`src/rtl/sram_bus_arbiter.sv`:
```
// Shares one SRAM-like port between instruction fetch and data load/store, with an in-order ID FIFO for responses.
// Optional build macro SRAM_ARB_RR_EN: round-robin arbitration instead of fixed data-over-inst priority.
module sram_bus_arbiter #(
    parameter int OUTSTANDING = 2,
    parameter int ADDR_W      = 32
) (
    input  logic              clk,
    input  logic              reset,
    input  logic              inst_req,
    input  logic [ADDR_W-1:0] inst_addr,
    output logic              inst_addr_ok,
    output logic              inst_data_ok,
    output logic [31:0]       inst_rdata,
    input  logic              data_req,
    input  logic              data_wr,
    input  logic [1:0]        data_size,
    input  logic [3:0]        data_wstrb,
    input  logic [ADDR_W-1:0] data_addr,
    input  logic [31:0]       data_wdata,
    output logic              data_addr_ok,
    output logic              data_data_ok,
    output logic [31:0]       data_rdata,
    output logic              mem_req,
    output logic              mem_wr,
    output logic [1:0]        mem_size,
    output logic [3:0]        mem_wstrb,
    output logic [ADDR_W-1:0] mem_addr,
    output logic [31:0]       mem_wdata,
    input  logic              mem_addr_ok,
    input  logic              mem_data_ok,
    input  logic [31:0]       mem_rdata,
    output logic              err_unexp
);
    localparam int PTR_W = (OUTSTANDING > 1) ? $clog2(OUTSTANDING) : 1;
    localparam int CNT_W = $clog2(OUTSTANDING) + 1;

    typedef enum logic {IDLE, HOLD} state_t;
    typedef enum logic {GNT_INST, GNT_DATA} grant_t;

    state_t                 state;
    grant_t                 hold_id;
    grant_t                 grant;
    logic [OUTSTANDING-1:0] id_fifo;
    logic [PTR_W-1:0]       wr_ptr;
    logic [PTR_W-1:0]       rd_ptr;
    logic [CNT_W-1:0]       count;
    logic                   fifo_full;
    logic                   fifo_empty;
    logic                   push;
    logic                   pop;
    logic                   head;
`ifdef SRAM_ARB_RR_EN
    grant_t                 last_grant;
`endif

    function automatic logic [PTR_W-1:0] ptr_next(input logic [PTR_W-1:0] p);
        return (p == PTR_W'(OUTSTANDING - 1)) ? '0 : p + 1'b1;
    endfunction

    // A stalled request keeps the port until accepted, whatever the other side does.
    always_comb begin
        if (state == HOLD) begin
            grant = hold_id;
        end else if (data_req) begin
`ifdef SRAM_ARB_RR_EN
            grant = (inst_req && last_grant == GNT_DATA) ? GNT_INST : GNT_DATA;
`else
            grant = GNT_DATA;
`endif
        end else begin
            grant = GNT_INST;
        end
    end

    assign fifo_full  = (count == CNT_W'(OUTSTANDING));
    assign fifo_empty = (count == '0);
    assign head       = id_fifo[rd_ptr];

    assign mem_req = (inst_req | data_req | (state == HOLD)) & ~fifo_full & ~reset;
    assign push    = mem_req & mem_addr_ok;
    assign pop     = mem_data_ok & ~fifo_empty & ~reset;

    assign inst_addr_ok = push & (grant == GNT_INST);
    assign data_addr_ok = push & (grant == GNT_DATA);
    assign inst_data_ok = pop & ~head;
    assign data_data_ok = pop & head;
    assign inst_rdata   = mem_rdata;
    assign data_rdata   = mem_rdata;

    always_comb begin
        mem_wr    = 1'b0;
        mem_size  = 2'd0;
        mem_wstrb = 4'd0;
        mem_addr  = '0;
        mem_wdata = 32'd0;
        if (mem_req) begin
            if (grant == GNT_DATA) begin
                mem_wr    = data_wr;
                mem_size  = data_size;
                mem_wstrb = data_wr ? data_wstrb : 4'd0;
                mem_addr  = data_addr;
                mem_wdata = data_wdata;
            end else begin
                mem_size  = 2'd2;
                mem_addr  = inst_addr;
            end
        end
    end

    always_ff @(posedge clk) begin
        if (reset) begin
            state     <= IDLE;
            hold_id   <= GNT_INST;
            id_fifo   <= '0;
            wr_ptr    <= '0;
            rd_ptr    <= '0;
            count     <= '0;
            err_unexp <= 1'b0;
`ifdef SRAM_ARB_RR_EN
            last_grant <= GNT_INST;
`endif
        end else begin
            case (state)
                IDLE: if (mem_req && !mem_addr_ok) begin
                    state   <= HOLD;
                    hold_id <= grant;
                end
                HOLD: if (mem_addr_ok) state <= IDLE;
                default: state <= IDLE;
            endcase

            if (push) begin
                id_fifo[wr_ptr] <= (grant == GNT_DATA);
                wr_ptr          <= ptr_next(wr_ptr);
            end
            if (pop) rd_ptr <= ptr_next(rd_ptr);

            case ({push, pop})
                2'b10:   count <= count + CNT_W'(1);
                2'b01:   count <= count - CNT_W'(1);
                default: count <= count;
            endcase

            if (mem_data_ok && fifo_empty) err_unexp <= 1'b1;
`ifdef SRAM_ARB_RR_EN
            if (push) last_grant <= grant;
`endif
        end
    end
endmodule
```
`config.mk`:
```
export PLATFORM = sky130hd
export DESIGN_NAME = sram_bus_arbiter
export DESIGN_NICKNAME = d
export VERILOG_FILES = /design/src/rtl/sram_bus_arbiter.sv
export SDC_FILE = /design/constraint.sdc
export NUM_CORES = 1
export LEC_CHECK = 0
export BUFFER_PORTS_ARGS = -buffer_cell sky130_fd_sc_hd__buf_2
export CAP_MARGIN = 40
export CORE_AREA = 5 5 107 109
export DETAILED_ROUTE_END_ITERATION = 8
export DIE_AREA = 0 0 112 114
export GPL_TIMING_DRIVEN = 0
export HOLD_SLACK_MARGIN = 0.15
export SYNTH_ARGS = -nofsm -noshare
export SYNTH_HDL_FRONTEND = slang
export SYNTH_SLANG_ARGS = --single-unit
```
`constraint.sdc`:
```
create_clock -name clk -period 2.75 [get_ports clk]
set_input_delay 0.1375 -clock clk [delete_from_list [all_inputs] [get_ports clk]]
set_output_delay 0.1375 -clock clk [all_outputs]
set_load 0.05 [all_outputs]
```
==> impl_metrics.csv, run 1 <==
group,metric,value,unit
power,powerDensity,358,nW/um2
finish,antenna_cells,0,
clocking,numCtsBuffers,3,
route,drc,0,
clocking,cts_root_buf,"clkbuf_8",
floorplanning,rows,38,
clocking,htree_levels,1,
critical_path,crit_path_max_incr_delay,410,ps
route,vias_per_cell,3.94,
finish,stdcell_area,3340,um2
critical_path,start_kind,"flop",
critical_path,crit_chain,"nor2b_1 -> buf_6 -> or3_1 -> buf_6 -> inv_1 -> nand2_1 -> ha_1 -> or3_1 -> a21oi_1",
logic_synthesis,ys_types,33,
finish,drive_gt1_frac,0.686,
route,wl,8.54,mm
power,power_leakage,1.97,nW
clocking,clk_latency,230,ps
floorplanning,core-area,10500,um2
clocking,clk_pin_slew_worst_paths,40,ps
critical_path,slowest_stage,"dfxtp_1",
clocking,cts_tree,"yes",
clocking,clockBufferDepth,2,
power,vdd_drop_max,206,uV
global_routing,overflow,0,
sta,fin_crit_sh,0.796,
placement,place_area,3300,um2
critical_path,cp.arrival,2360,ps
floorplanning,die_h,114,um
logic_synthesis,async_flop_share,0,
sta,max_slew_margin,0.668,
logic_synthesis,synthCells,270,
logic_synthesis,synth_seq_cells,9,
placement,port_buffers,249,
route,dr_total_vias,2613,
critical_path,crit_path_end_kind,"flop",
global_routing,grt_max_degree,11,
placement,place_congestion,0.822,
finish,final_nets,666,
clocking,cts.sinks,9,
sta,rsz0062_at_grt,"false",
critical_path,worst_ep_required_time,2920,ps
route,postRouteAntennaNets,0,
sta,clock_skew,0.467,ps
sta,hold_violations,0,
route,first_pass_iters,3,
sta,fin_crit,2190,ps
job,cap_violations,0,
global_routing,grt_pass1_vias,2650,
sta,maxSlewViolCount,0,
logic_synthesis,avgSynthCellArea,6.95,um2
floorplanning,io_pins,282,
logic_synthesis,synth_area,1880,um2
global_routing,antenna_found_initial,0,
critical_path,path_buf_inv,3,
critical_path,worst_path_dominant_cell_family,"simple AND/OR/NAND/NOR gates",
floorplanning,die_x,112,um
floorplanning,fp.dieArea,12800,um2
sta,fin_setup_tns,0,ps
logic_synthesis,ys_seq_area_frac,0.0961,
finish,nFillCells,1179,
sta,max_freq,457,MHz
clocking,cts-resized-gates,0,
sta,tightest_slew,495,ps
clocking,cts_hold_buf,0,
logic_synthesis,synthFlopType,"dfxtp_1",
logic_synthesis,syn_nets,412,
status,outcome,"finished clean",
critical_path,critical_path_class,"reg2reg",
placement,dpl.hpwl,7.66,mm
floorplanning,start_util,0.178,
sta,setup_violations,0,
route,first_iter_violations,60,
clocking,postCtsSetupRepairBufs,0,
critical_path,crit_fanout,8,
logic_synthesis,yosysWarnings,0,
logic_synthesis,synth_edf_count,0,
finish,syn2layout_area_growth,78.2,%
hold_path,hold_path.class,"in2reg",
global_routing,grt_util_all_layers,0.117,
route,routedWlPerCell,12.9,um
global_routing,grt_first_pass_wirelength,12.3,mm
[placed cells by master, fill, tap and decap left out, types with 2 or more instances in the layout]
| cell type | n |
|---|---|
| a21oi_1 | 7 |
| a21oi_2 | 29 |
| and2_1 | 36 |
| and3_1 | 4 |
| buf_2 | 249 |
| buf_4 | 67 |
| buf_6 | 2 |
| buf_8 | 2 |
| clkbuf_1 | 10 |
| clkbuf_8 | 3 |
| dfxtp_1 | 9 |
| inv_1 | 2 |
| mux2i_1 | 2 |
| nand2_1 | 65 |
| nand2b_1 | 4 |
| nor2_1 | 7 |
| nor2b_1 | 2 |
| nor4_1 | 2 |
| o21a_1 | 2 |
| o21ai_0 | 2 |
| or3_1 | 2 |
| xor2_1 | 2 |
[cell type report]
cell class | instances | area, um2 | area share
buffer | 81 | 609 | 0.182
clock buffer | 4 | 45.0 | 0.0135
inverter | 2 | 7.51 | 0.00225
multi-input combinational | 178 | 1080 | 0.323
sequential | 9 | 180 | 0.0539
tap | 140 | 175 | 0.0524
timing repair buffer | 249 | 1250 | 0.373
[worst paths after layout]
kind / end / startpoint / cells past startpoint / slack, ps
max: count[1]$_SDFFE_PP0P_ / count[0]$_SDFFE_PP0P_ / 9 / 560
min: err_unexp$_SDFFE_PP0P_ / mem_data_ok / 3 / 160
max reg2reg: count[1]$_SDFFE_PP0P_ / count[0]$_SDFFE_PP0P_ / 9 / 560
min reg2reg: id_fifo[1]$_SDFFE_PP0P_ / id_fifo[1]$_SDFFE_PP0P_ / 2 / 470
[cells by family after synthesis]
group,count (synthesis),share of synthesized area
AND/OR/NAND/NOR,128,0.350
buffers and inverters,83,0.329
AO/OA/AOI/OAI,42,0.176
flip-flops,9,0.0961
multiplexers,4,0.0287
XOR/XNOR,3,0.0140
adder cells (fa/ha/maj),1,0.00667
[report_power, final]
part	leakage (nW)	switching, mW	total (mW)	internal (mW)
Combinational	1.87	0.615	0.890	0.276
Sequential	0.0737	0.00914	0.151	0.142
Clock	0.0228	0.0545	0.156	0.101
[synthesized netlist by cell type, types with 2 or more instances]
cell type | instances | area share
nor2_1 | 7 | 0.014
buf_6 | 2 | 0.012
mux2i_1 | 2 | 0.011
xor2_1 | 2 | 0.0093
o21ai_0 | 2 | 0.0053
a21oi_2 | 29 | 0.14
buf_8 | 2 | 0.016
nand2b_1 | 4 | 0.013
nand2_1 | 65 | 0.13
nor2b_1 | 2 | 0.0067
a21oi_1 | 7 | 0.019
and3_1 | 4 | 0.013
buf_4 | 67 | 0.27
dfxtp_1 | 9 | 0.096
or3_1 | 2 | 0.0067
and2_1 | 36 | 0.12
nor4_1 | 2 | 0.0067
inv_1 | 2 | 0.0040
o21a_1 | 2 | 0.0080
clkbuf_1 | 9 | 0.018
[state kept, by name, indices dropped and copies added (netlist names)]
signal and cells:
err_unexp 1, hold_id 1, id_fifo 2, count 2
wr_ptr 1, state 1, rd_ptr 1
[routing by layer]
| metal | vias up | part of all wire | global-route usage |
|---|---|---|---|
| li1 | 1304 | - | - |
| met3 | 4 | 0.15 | 0.0594 |
| met5 | - | 0 | 0 |
| met2 | 163 | 0.50 | 0.224 |
| met1 | 1142 | 0.35 | 0.118 |
| met4 | 0 | 0.0032 | 0.0120 |
[stage by stage]
stage	setup WS, ps	instances	util	hold WS [ps]	power, mW
2_1_floorplan	137	270	-	278	0.829
3_3_place_gp	602	659	0.314	386	1.04
3_5_place_dp	549	659	0.314	399	1.05
4_1_cts	508	663	0.318	156	1.21
5_1_grt	395	663	0.318	192	1.26
6_report	561	663	0.318	157	1.20
[worst reg2reg max path: cells and delay by family (launching register included)]
family | cells | cell delay (ps)
and+or+nand+nor | 4 | 860
AOI/OAI and AO/OA | 1 | 130
adders and majority gates | 1 | 320
DFF | 1 | 410
buffers and inverters | 3 | 400
Power figures use the tool's default switching activity.
==> run 2: changes to the inputs <==
--- a/config.mk
+++ b/config.mk
@@ -5,6 +5,7 @@
 export SDC_FILE = /design/constraint.sdc
 export NUM_CORES = 1
 export LEC_CHECK = 0
+export ABC_AREA = 1
 export BUFFER_PORTS_ARGS = -buffer_cell sky130_fd_sc_hd__buf_2
 export CAP_MARGIN = 40
 export CORE_AREA = 5 5 107 109
==> constraint.sdc (replaced) <==
create_clock -name clk -period 1.8 [get_ports clk]
set_input_delay 0.09 -clock clk [delete_from_list [all_inputs] [get_ports clk]]
set_output_delay 0.09 -clock clk [all_outputs]
set_load 0.05 [all_outputs]
==> impl_metrics.csv, run 2 <==
group,metric,value,unit
global_routing,grt_first_pass_wirelength,13.0,mm
finish,syn2layout_area_growth,96.0,%
logic_synthesis,syn_nets,470,
sta,final.setup.worst_slack,124,ps
finish,layout_commonest_cell,"buf_2",
floorplanning,core-area,10500,um2
critical_path,crit_path_end_kind,"primary output",
floorplanning,start_util,0.172,
placement,dpl.hpwl,7.65,mm
critical_path,reg2reg_to,"state$_SDFF_PP0_",
logic_synthesis,synth.most_common_cell,"nand2_1",
finish,finalNonFillerCells,725,
status,outcome,"finished clean",
finish,drive_gt1_frac,0.605,
global_routing,grt_pass1_vias,2708,
logic_synthesis,synth_seq_cells,9,
route,wl,8.88,mm
hold_path,hold_end,"wr_ptr$_SDFFE_PP0N_",
placement,dp_cells,716,
placement,pre_cts_slack,96.4,ps
hold_path,hold_path_depth,4,
logic_synthesis,synthFlopType,"dfxtp_1",
logic_synthesis,yosysWarnings,0,
logic_synthesis,synth_area,1810,um2
clocking,numCtsBuffers,3,
power,powerDensity,547,nW/um2
critical_path,rrSetupSlack,130,ps
finish,final_nets,728,
critical_path,timing.rr.start,"count[0]$_SDFFE_PP0P_",
sta,clock_skew,4.75,ps
floorplanning,fp.dieArea,12800,um2
sta,max_freq,597,MHz
critical_path,crit_fanout,10,
clocking,cts_tree,"yes",
route,postRouteAntennaNets,0,
sta,setup_violations,0,
clocking,cts_root_buf,"clkbuf_8",
clocking,clk_pin_slew_worst_paths,40,ps
logic_synthesis,ys_seq_area_frac,0.0994,
logic_synthesis,yosysTopAreaCell,"buf_4",
power,power.share.switching,0.565,
route,dr_total_vias,2791,
finish,nFillCells,1226,
critical_path,r2r_cells,6,
logic_synthesis,async_flop_share,0,
job,cap_violations,0,
route,first_pass_iters,4,
logic_synthesis,ys_types,21,
sta,fin_crit,1680,ps
clocking,htree_levels,1,
logic_synthesis,synth_top_area_share,0.282,
floorplanning,rows,38,
finish,multi_input_area,987,um2
route,drc,0,
sta,fin_crit_sh,0.931,
power,vdd_drop_max,225,uV
route,routedWlPerCell,12.2,um
global_routing,overflow,0,
critical_path,critical_path_class,"reg2out",
global_routing,grt_max_degree,11,
power,p_int,0.845,mW
power,power_leakage,2.14,nW
logic_synthesis,avgSynthCellArea,5.52,um2
critical_path,worst_ep_required_time,1710,ps
power,combPwrFrac,0.762,
route,first_iter_violations,148,
finish,largestRegisters,"count: 2 flops, id_fifo: 2 flops",
sta,rsz0062_at_grt,"false",
critical_path,start_kind,"flop",
power,clkPwrFrac,0.120,
logic_synthesis,ys_top_cells_by_area,"buf_4 28%, nand2_1 23%, nor2_1 11%",
logic_synthesis,ys_top_cells_by_count,"110 x nand2_1, 68 x buf_4, 51 x nor2_1",
finish,ff_latch_area,183,um2
placement,port_buffers,248,
finish,antenna_cells,0,
finish,final_cell_mix,"199 x buf_2, 109 x nand2_1, 97 x buf_4",
global_routing,antenna_found_initial,0,
clocking,clk_latency,230,ps
route,vias_per_cell,3.85,
power,p_sw,1.10,mW
clocking,cts.sinks,9,
sta,maxSlewViolCount,0,
global_routing,grt_util_all_layers,0.121,
clocking,clockBufferDepth,2,
hold_path,hold_path.class,"in2reg",
placement,place_congestion,0.780,
sta,tightest_slew,322,ps
floorplanning,die_x,112,um
floorplanning,die_h,114,um
hold_path,hold_start,"reset",
power,seq_power_share,0.117,
logic_synthesis,synth_edf_count,0,
logic_synthesis,synthCells,328,
sta,max_slew_margin,0.783,
sta,hold_violations,0,
floorplanning,io_pins,282,
critical_path,cp.arrival,1590,ps
[run 2: worst max-delay path by stage]
| stage | start | end | slack (ps) | cells past startpoint |
|---|---|---|---|---|
| CTS | state$_SDFF_PP0_ | mem_wdata[19] | -2 | 9 |
| floorplan | count[0]$_SDFFE_PP0P_ | mem_wstrb[0] | -90 | 6 |
| detailed placement | count[0]$_SDFFE_PP0P_ | count[1]$_SDFFE_PP0P_ | 100 | 10 |
| finish | state$_SDFF_PP0_ | mem_wdata[30] | 120 | 9 |
| global placement | state$_SDFF_PP0_ | mem_wdata[27] | 90 | 9 |
| global route | count[0]$_SDFFE_PP0P_ | mem_wdata[27] | 1 | 7 |
[run 2: per-layer routing]
layer	GRT usage	vias up	share of wire
met5	0	-	0
met4	0.0200	0	0.0057
met3	0.0218	6	0.10
met2	0.221	166	0.51
met1	0.151	1164	0.39
li1	-	1455	-
[run 2: repair_timing]
action / 4_1_cts / 5_1_grt
hold endpoints to repair: 5 / 0
gates cloned: 0 / 0
buffers inserted: 0 / 1
hold buffers: 4 / 0
setup endpoints to repair: 41 / 66
resized for setup: 40 / 46
pin swaps: 0 / 1
[run 2: power by group through the flow]
stage / logic, mW / clock network, mW / registers [mW]
floorplan: 1.04 / 0 / 0.237
global placement: 1.41 / 0 / 0.230
detailed placement: 1.41 / 0 / 0.231
CTS: 1.45 / 0.245 / 0.227
global route: 1.58 / 0.255 / 0.230
finish: 1.48 / 0.234 / 0.228
[run 2: cell families after synthesis]
kind of cell | after synthesis | share of synthesized area
DFF | 9 | 0.0994
adders and majority gates | 1 | 0.00690
and+or+nand+nor | 172 | 0.379
AOI/OAI and AO/OA | 43 | 0.130
xor gates and xnor gates | 2 | 0.00967
buffers and inverters | 101 | 0.375
[run 2: cell type report]
type,count,share of cell area
Buffer,82,0.180
Clock buffer,4,0.0127
Inverter,19,0.0208
Multi-Input combinational cell,218,0.278
Sequential cell,9,0.0514
Tap cell,140,0.0493
Timing Repair Buffer,253,0.407
[run 2: worst max-delay path: stages, from the launching register on]
cell,delay (ps)
dfxtp_2,350
inv_2,60
nand2_4,100
nand2_8,90
inv_4,90
buf_8,140
buf_8,140
nand2_1,70
nor2_1,120
buf_6,180
[run 2: metrics by stage]
step | total power, mW | cell area (um2) | setup TNS [ps] | utilization | hold WS [ps]
6_report | 1.94 | 3550 | 0 | 0.338 | 259
5_1_grt | 2.06 | 3550 | 0 | 0.338 | 280
4_1_cts | 1.92 | 3420 | -2.54 | 0.326 | 245
3_5_place_dp | 1.64 | 3230 | 0 | 0.308 | 350
3_3_place_gp | 1.64 | 3230 | 0 | 0.308 | 345
2_1_floorplan | 1.28 | 1820 | -359 | - | 155
==> run 3: changes to the inputs <==
--- a/config.mk
+++ b/config.mk
@@ -13,6 +13,7 @@
 export DIE_AREA = 0 0 112 114
 export GPL_TIMING_DRIVEN = 0
 export HOLD_SLACK_MARGIN = 0.15
+export REMOVE_ABC_BUFFERS = 1
 export SYNTH_ARGS = -nofsm -noshare
 export SYNTH_HDL_FRONTEND = slang
 export SYNTH_SLANG_ARGS = --single-unit
==> impl_metrics.csv, run 3 (synthesis results as in run 2) <==
group,metric,value,unit
placement,place_area,2340,um2
floorplanning,rows,38,
critical_path,cp.arrival,1630,ps
critical_path,critical_path_class,"reg2out",
route,vias_per_cell,4.23,
critical_path,crit_fanout,20,
finish,antenna_cells,0,
power,p_int,0.721,mW
sta,fin_setup_tns,0,ps
clocking,clk_latency,240,ps
floorplanning,core-area,10500,um2
power,p_sw,0.826,mW
sta,rsz0062_at_grt,"false",
global_routing,grt_max_degree,40,
sta,fin_crit,1720,ps
floorplanning,io_pins,282,
sta,fin_crit_sh,0.957,
floorplanning,start_util,0.172,
job,cap_violations,0,
placement,dpl.hpwl,7.17,mm
finish,stdcell_area,2770,um2
clocking,htree_levels,1,
route,routedWlPerCell,17.1,um
status,outcome,"finished clean",
finish,final_nets,594,
power,vdd_drop_max,172,uV
critical_path,crit_end,"mem_addr[9]",
finish,largestRegisters,"count: 2 flops, id_fifo: 2 flops",
clocking,clk_pin_slew_worst_paths,50,ps
power,clkPwrFrac,0.158,
finish,final_cell_mix,"141 x buf_2, 108 x nand2_1, 51 x nor2_1",
floorplanning,die_h,114,um
sta,maxSlewViolCount,0,
critical_path,r2r_cells,10,
clocking,cts_root_buf,"clkbuf_8",
finish,drive_gt1_frac,0.494,
power,power_leakage,1.58,nW
route,dr_total_vias,2502,
finish,layout_commonest_cell,"buf_2",
floorplanning,die_x,112,um
critical_path,timing.rr.start,"count[0]$_SDFFE_PP0P_",
sta,clock_skew,3.07,ps
route,first_iter_violations,105,
clocking,clockBufferDepth,2,
power,powerDensity,559,nW/um2
sta,max_freq,580,MHz
critical_path,cp-startpoint,"state$_SDFF_PP0_",
critical_path,worst_ep_required_time,1710,ps
finish,syn2layout_area_growth,52.8,%
critical_path,rrSetupSlack,170,ps
global_routing,antenna_found_initial,0,
global_routing,grt_pass1_vias,2364,
global_routing,grt_first_pass_wirelength,14.0,mm
power,power.share.switching,0.534,
power,seq_power_share,0.147,
critical_path,reg2reg_to,"count[1]$_SDFFE_PP0P_",
critical_path,crit_path_end_kind,"primary output",
route,postRouteAntennaNets,0,
finish,final_util,0.263,
finish,nFillCells,1210,
sta,hold_violations,0,
global_routing,grt_util_all_layers,0.142,
route,drc,0,
hold_path,hold_path.class,"in2reg",
route,wl,10.1,mm
floorplanning,fp.dieArea,12800,um2
placement,port_buffers,185,
clocking,numCtsBuffers,3,
critical_path,start_kind,"flop",
power,combPwrFrac,0.694,
clocking,cts.sinks,9,
sta,max_slew_margin,0.808,
sta,setup_violations,0,
route,first_pass_iters,4,
global_routing,overflow,0,
clocking,cts_tree,"yes",
placement,place_congestion,0.765,
sta,tightest_slew,286,ps
run 3: final cells by class:
class	count	area, um2	area share
Inverter	19	87.6	0.0316
Tap cell	140	175	0.0633
Timing Repair inverter	1	8.76	0.00316
Multi-Input combinational cell	220	1030	0.373
Timing Repair Buffer	198	1230	0.445
Clock buffer	4	45.0	0.0163
Sequential cell	9	188	0.0678
run 3: worst min-delay path by stage:
stage	start	end	depth (start not counted)
3_5_place_dp	mem_rdata[24]	inst_rdata[24]	0
3_3_place_gp	mem_rdata[24]	inst_rdata[24]	0
6_report	reset	id_fifo[0]$_SDFFE_PP0P_	2
4_1_cts	reset	id_fifo[0]$_SDFFE_PP0P_	2
2_1_floorplan	mem_addr_ok	state$_SDFF_PP0_	1
5_1_grt	mem_rdata[6]	inst_rdata[6]	0
run 3: stage by stage:
| stage | total power [mW] | setup slack, ps | std cells | hold slack, ps |
|---|---|---|---|---|
| after floorplan | 0.848 | -422 | 246 | 155 |
| after global placement | 1.14 | -728 | 571 | 181 |
| after detailed placement | 1.15 | -387 | 573 | 181 |
| after CTS | 1.51 | 1.60 | 587 | 166 |
| after global routing | 1.65 | 0.571 | 591 | 181 |
| final | 1.55 | 76.6 | 591 | 168 |
run 3: power groups by stage:
stage	registers [mW]	logic [mW]	clock network [mW]
4_1_cts	0.228	1.03	0.250
6_report	0.228	1.07	0.245
3_3_place_gp	0.231	0.905	0
2_1_floorplan	0.237	0.611	0
5_1_grt	0.230	1.15	0.266
3_5_place_dp	0.231	0.918	0
run 3: timing repair:
item,4_1_cts,5_1_grt
cloned,4,1
setup endpoints to repair,72,57
hold endpoints to repair,2,0
resized for setup,37,40
setup buffers,4,3
pin swaps,3,3
hold buffers,2,0
run 3: worst max-delay path, cell delays in order (launching register included):
cell,delay [ps]
dfxtp_4,360
nor2_1,50
nand2_2,200
nand2_8,170
buf_16,190
a21oi_1,140
clkbuf_4,260
run 3: per-layer routing:
metal / vias to the layer above / global-route usage / share of wire
met5: - / 0.0824 / 0.010
met4: 4 / 0.0256 / 0.018
met3: 16 / 0.109 / 0.18
met2: 211 / 0.180 / 0.39
met1: 1082 / 0.181 / 0.40
li1: 1189 / - / -
